==> config.mk <==
export PLATFORM = sky130hd
export DESIGN_NAME = rr_grant_arbiter
export DESIGN_NICKNAME = d
export VERILOG_FILES = /design/src/rtl/rr_grant_arbiter.sv
export SDC_FILE = /design/constraint.sdc
export NUM_CORES = 1
export LEC_CHECK = 0
export ABC_AREA = 0
export BUFFER_PORTS_ARGS = -buffer_cell sky130_fd_sc_hd__buf_2
export CAP_MARGIN = 20
export CORE_UTILIZATION = 45
export CTS_CLUSTER_DIAMETER = 80
export CTS_CLUSTER_SIZE = 14
export DETAILED_ROUTE_END_ITERATION = 6
export GPL_TIMING_DRIVEN = 0
export SETUP_SLACK_MARGIN = 0.3
export SLEW_MARGIN = 15
export SYNTH_ARGS = -nofsm -noshare
export SYNTH_HDL_FRONTEND = slang
export SYNTH_SLANG_ARGS = --single-unit
export TNS_END_PERCENT = 20
==> constraint.sdc <==
create_clock -name clk -period 3.8 [get_ports clk]
set_input_delay 0.57 -clock clk [delete_from_list [all_inputs] [get_ports clk]]
set_output_delay 0.57 -clock clk [all_outputs]
set_load 0.02 [all_outputs]
==> src/rtl/rr_grant_arbiter.sv <==
// rtl/rr_grant_arbiter.sv - round-robin arbiter with registered one-hot/encoded grant and hold timeout
module rr_grant_arbiter #(
    parameter int N        = 8,
    parameter int IDX_W    = 3,
    parameter int MAX_HOLD = 16
) (
    input  logic             clk,
    input  logic             rst,
    input  logic             en,
    input  logic [N-1:0]     req,
    output logic [N-1:0]     gnt,
    output logic [IDX_W-1:0] gnt_idx,
    output logic             gnt_valid,
    output logic             timeout
);

    localparam int HC_W = (MAX_HOLD > 2) ? $clog2(MAX_HOLD) : 1;
    localparam int CW   = IDX_W + 1;
    localparam logic [HC_W-1:0]  HOLD_LAST = (MAX_HOLD > 0) ? HC_W'(MAX_HOLD - 1) : '0;
    localparam logic [N-1:0]     GNT_ONE   = N'(1);
    localparam logic [IDX_W-1:0] IDX_LAST  = IDX_W'(N - 1);

    typedef enum logic {
        IDLE,
        BUSY
    } state_t;

    state_t            state_q, state_d;
    logic [IDX_W-1:0]  ptr_q, ptr_d;
    logic [HC_W-1:0]   hold_q, hold_d;
    logic [N-1:0]      gnt_q, gnt_d;
    logic [IDX_W-1:0]  idx_q, idx_d;
    logic              valid_q, valid_d;
    logic              tout_q, tout_d;

    logic              sel_found;
    logic [IDX_W-1:0]  sel_idx;
    logic [CW-1:0]     cand_w;
    logic [IDX_W-1:0]  cand;
    logic              rel_drop;
    logic              rel_tmo;
    logic [IDX_W-1:0]  ptr_next;

    // First requester at or after ptr, wrapping modulo N.
    always_comb begin
        sel_found = 1'b0;
        sel_idx   = '0;
        cand_w    = '0;
        cand      = '0;
        for (int k = 0; k < N; k++) begin
            cand_w = {1'b0, ptr_q} + CW'(k);
            if (cand_w >= CW'(N)) begin
                cand_w = cand_w - CW'(N);
            end
            cand = cand_w[IDX_W-1:0];
            if (!sel_found && req[cand]) begin
                sel_found = 1'b1;
                sel_idx   = cand;
            end
        end
    end

    assign rel_drop = !req[idx_q] || !en;
    assign rel_tmo  = (MAX_HOLD != 0) && (hold_q == HOLD_LAST);
    assign ptr_next = (idx_q == IDX_LAST) ? '0 : idx_q + IDX_W'(1);

    always_comb begin
        state_d = state_q;
        ptr_d   = ptr_q;
        hold_d  = hold_q;
        gnt_d   = gnt_q;
        idx_d   = idx_q;
        valid_d = valid_q;
        tout_d  = 1'b0;
        case (state_q)
            IDLE: begin
                if (en && sel_found) begin
                    gnt_d   = GNT_ONE << sel_idx;
                    idx_d   = sel_idx;
                    valid_d = 1'b1;
                    hold_d  = '0;
                    state_d = BUSY;
                end
            end
            BUSY: begin
                if (rel_drop || rel_tmo) begin
                    gnt_d   = '0;
                    idx_d   = '0;
                    valid_d = 1'b0;
                    hold_d  = '0;
                    ptr_d   = ptr_next;
                    tout_d  = rel_tmo && !rel_drop;
                    state_d = IDLE;
                end else if ((MAX_HOLD != 0) && (hold_q != HOLD_LAST)) begin
                    hold_d = hold_q + HC_W'(1);
                end
            end
            default: begin
                state_d = IDLE;
            end
        endcase
    end

    always_ff @(posedge clk) begin
        if (rst) begin
            state_q <= IDLE;
            ptr_q   <= '0;
            hold_q  <= '0;
            gnt_q   <= '0;
            idx_q   <= '0;
            valid_q <= 1'b0;
            tout_q  <= 1'b0;
        end else begin
            state_q <= state_d;
            ptr_q   <= ptr_d;
            hold_q  <= hold_d;
            gnt_q   <= gnt_d;
            idx_q   <= idx_d;
            valid_q <= valid_d;
            tout_q  <= tout_d;
        end
    end

    assign gnt       = gnt_q;
    assign gnt_idx   = idx_q;
    assign gnt_valid = valid_q;
    assign timeout   = tout_q;

endmodule

Word-level counts from Yosys, hierarchy flattened --
Index checks and enable logic that the tools add are counted.
Operators by class: add/subtract/negate cells 17, order comparisons 17, equal/unequal tests 6, bitwise logic cells 2, reductions and logical operators 25, shift operators 1, multiplexer cells 59
Operators by type and width (count):
- 3-bit two-way mux | 19
- 3-bit by 4-bit < comparator with 1-bit output (second input constant) | 9
- 4-bit >= comparator (second input constant) | 7
- 1-bit binary-select mux with 3-bit select | 9
- 3-bit by 1-bit subtractor with 3-bit output (second input constant) | 8
- 1-bit two-way mux | 21
- 3-bit by 3-bit adder with 4-bit output (second input constant) | 4
- 8-bit two-way mux | 2
- 8-bit case mux with 2 select lines | 1
- 4-bit two-way mux | 3
- 1-bit zero test | 10
- 1-bit logical AND | 9
- 3-bit by 2-bit adder with 4-bit output (second input constant) | 2
- 4-bit case mux with 2 select lines | 1
- 1-bit by 3-bit << shifter with 8-bit output (first input constant) | 1
- 3-bit case mux with 2 select lines | 1
- 2-bit AND reduction | 3
- 3-bit by 1-bit adder with 4-bit output (second input constant) | 1
- 4-bit by 1-bit adder with 4-bit output (second input constant) | 1
- 4-bit equality test (second input constant) | 1
- 3-bit by 4-bit >= comparator with 1-bit output (second input constant) | 1
- 4-bit != test (second input constant) | 1
- 1-bit case mux with 2 select lines | 2
- 3-bit by 1-bit adder with 3-bit output (second input constant) | 1
- other kinds (7) | 9
Storage, ports and cells: register bits after elaboration 21, input port bits 11, logic and storage cells 134

Logic depth before layout (Yosys ltp) --
depth after elaboration 29, depth in mapped cells 13

Worst setup path after synthesis --
No wires, ideal clock.
kind register to register, from register ptr_q[1], to register gnt_q[7], in the netlist gnt[7], required time 3683 ps, library setup time 117 ps, path slack 418 ps, data arrival time 3264 ps, period minus slack after synthesis 3382 ps, stages on the path, launching flop included 12, path through dfxtp_1 -> clkbuf_1 -> inv_1 -> ha_1 -> buf_4 -> mux2_2 -> mux4_2 -> or2_1 -> nand4b_1 -> o211a_1 -> a21boi_1 -> a32o_1
Between the ends: cells in the longest elaborated chain, start to end 29
RTL lines:
- start, declared | line 29 | logic [IDX_W-1:0] ptr_q, ptr_d;
- start signal, assigned | line 115 | ptr_q <= ptr_d;
- branches (longest 29 deep; another with 3-bit by 1-bit adder with 4-bit output)
- end signal, assigned | line 117 | gnt_q <= gnt_d;
- end, declared | line 31 | logic [N-1:0] gnt_q, gnt_d;
Parallel ways; which one is timed is not known. The select of a mux whose other input is x is not followed. A chain may end at the register's enable or synchronous reset.

Final worst setup path --
from register ptr_q[0], to register gnt_q[7], in the netlist gnt[7]
Same word-level chain as after synthesis.

==> impl_metrics.tcl <==
set metrics [dict create \
    fin_crit_ns 3.39 \
    final_cell_mix "buf_2, nor2_1, dfxtp_1" \
    num_vias 1937 \
    hold_class "reg -> reg" \
    netlist_area_sq_mm 0.00199 \
    worst-r2r-setup-slack_ns 0.41 \
    outcome "complete, no violations" \
    cts.htree.levels 1 \
    final_common_cell "buf_2" \
    final_core_util 0.566 \
    setup_viol 0 \
    synth_edf_count 0 \
    p_sw_frac 0.383 \
    die_w_um 68.5 \
    grt_max_degree 14 \
    portBuffers 21 \
    cell_internal_pwr_uw 458 \
    place_ws_ns -0.188 \
    power_frac_seq 0.326 \
    path_class "reg -> reg" \
    synth_top_area_cell "dfxtp_1" \
    diodes 0 \
    clock_power_share 0.208 \
    root_buffer "clkbuf_8" \
    hold_buffers 0 \
    final_cell_count_no_fill 297 \
    ys_top_cells_by_area "dfxtp_1, mux4_2, mux2i_1" \
    skew_ns 0.00200 \
    slew-limit-headroom 0.473 \
    power-per-cell-area_mw_per_mm2 319 \
    clockBufferDepth 2 \
    yosysTopAreaCellShare 0.211 \
    drc 0 \
    ant_nets 0 \
    netSwitchingPower_uw 285 \
    grt_pass1_vias 1762 \
    fill_cells 368 \
    clock_latency_ns 0.26 \
    synth_area_per_cell_sq_um 9.16 \
    core_area_sq_mm 0.00412 \
    antenna_found_initial 0 \
    fin_crit_sh 0.892 \
    rows 23 \
    initial_core_util 0.483 \
    crit_arrival_ns 3.56 \
    synthesis.nets 233 \
    crit_fanout 10 \
    ys_seq_area_frac 0.211 \
    tritoncts "done" \
    viasPerCell 6.52 \
    ys.flop_type "dfxtp_1" \
    rsz0062_at_grt "yes" \
    cp.required_ns 3.96 \
    firstDrtPassIters 4 \
    syn_inst 217 \
    crit_slowest_cell "mux4_2" \
    yosys_warnings 0 \
    worst_slack_ns 0.409 \
    setup-tns-final_ns 0 \
    combPwrFrac 0.467 \
    async_flop_share 0 \
    ir_drop_mv 0.180 \
    cts_made_buffers 3 \
    final_hold_viol_count 0 \
    wl_per_cell_um 18.3 \
    cpPeakStageDelay_ns 0.51 \
    die_height_um 68.5 \
    layout-drive-gt1-share 0.296 \
    cp-start-kind "register" \
    routed_wl_mm 5.44 \
    tightest_slew_ns 0.786 \
    area_delta_synth_final_pct 17.2 \
    maxSlewViolCount 0 \
    clk_pin_slew_ns 0.08 \
    power_uw 743 \
    grt_util_all_layers 0.259 \
    dieArea_sq_mm 0.00469 \
    crit_chain "buf_8 > buf_12 > inv_4 > ha_1 > buf_6 > mux2_4 > mux4_2 > or2_1 > nand4b_1 > o211a_4 > a21boi_1 > a32o_1" \
    gr-total-overflow 0 \
    grt_pass1_wl_mm 8.92 \
    yosysUniqueCellTypes 59 \
    drv_cap 0 \
    dp_cells 288 \
    finalNetCount 264 \
    endpoint_kind "register" \
    place_congestion 0.898 \
    drt_iter0_markers 169 \
    max_freq_mhz 295 \
    cellLeakagePower_uw 0.000902 \
    dp_hpwl_mm 4.00 \
    pin_count 24 \
    clock-sinks 21 \
    synth-seq-cells 21 \
]
-- power groups by stage --
stage	Clock (uW)	Combinational [uW]	Sequential (uW)
after global routing	167	376	244
after CTS	158	320	242
after detailed placement	0	312	248
after global placement	0	314	247
final	154	347	242
after floorplan	0	231	255
-- Yosys cell counts (3+ instances only) --
master     n
a32o_1     5
mux2_2     8
nor2b_1    5
inv_1     12
a21oi_1    8
a32oi_1    3
nor2_1    22
o21ai_0    5
clkbuf_1   6
mux2i_1   17
ha_1       5
dfxtp_1   21
nand2_1    8
mux4_2    12
a221oi_1   5
nand3_1    6
a31oi_1    4
nor3_1     4
o32ai_1    6
a22o_1     6
-- state kept, by name (all words and copies together) (netlist names) --
register,flops
ptr_q,3
hold_q,4
state_q,1
gnt,8
gnt_idx,3
timeout,1
gnt_valid,1
-- worst max-delay path, delay by kind of cell (launching register included) --
family | cells | cell delay, ns
multiplexers | 2 | 0.84
buffers and inverters | 4 | 0.48
AO/OA/AOI/OAI | 3 | 0.79
flip-flops | 1 | 0.35
AND/OR/NAND/NOR | 2 | 0.52
adder cells (fa/ha/maj) | 1 | 0.30
-- worst paths after layout --
path / to / cells after the start / from
setup / recovery: gnt[7] / 12 / ptr_q[0]
hold / removal: gnt[1] / 2 / gnt[1]
setup reg to reg: gnt[7] / 12 / ptr_q[0]
hold reg to reg: gnt[1] / 2 / gnt[1]
-- cell type report --
class	count	area [sq um]	share of cell area
flip-flops and latches	21	425	0.183
multi-input cells	170	1490	0.641
plain buffers	13	103	0.0440
clock inverters	1	7.51	0.00322
clock buffers	3	41.3	0.0177
inverters	13	55.1	0.0236
well taps	50	62.6	0.0268
repair buffers	26	143	0.0612
-- routing by layer --
metal,track usage,vias to the layer above,share of wire
li1,-,921,-
met1,0.378,933,0.47
met2,0.392,75,0.45
met3,0.0417,8,0.066
met4,0.0651,0,0.012
met5,0,-,0
-- cells by family after synthesis --
logic type,share of synthesized area
adders and majority gates,0.0315
buffers and inverters,0.0623
DFF,0.211
muxes,0.279
xor gates and xnor gates,0.0132
AOI/OAI and AO/OA,0.248
and+or+nand+nor,0.154
-- stage by stage --
stage,cell area (sq um),hold WS [ns]
finish,2330,0.465
global placement,2160,0.451
detailed placement,2160,0.454
CTS,2240,0.467
global route,2330,0.487
floorplan,1990,0.447
-- timing repair --
action	in CTS	in global routing
pin swaps	1	2
setup buffers	1	4
endpoints found under the setup margin	17	13
gates resized for setup	8	16
Power figures use the tool's default switching activity.
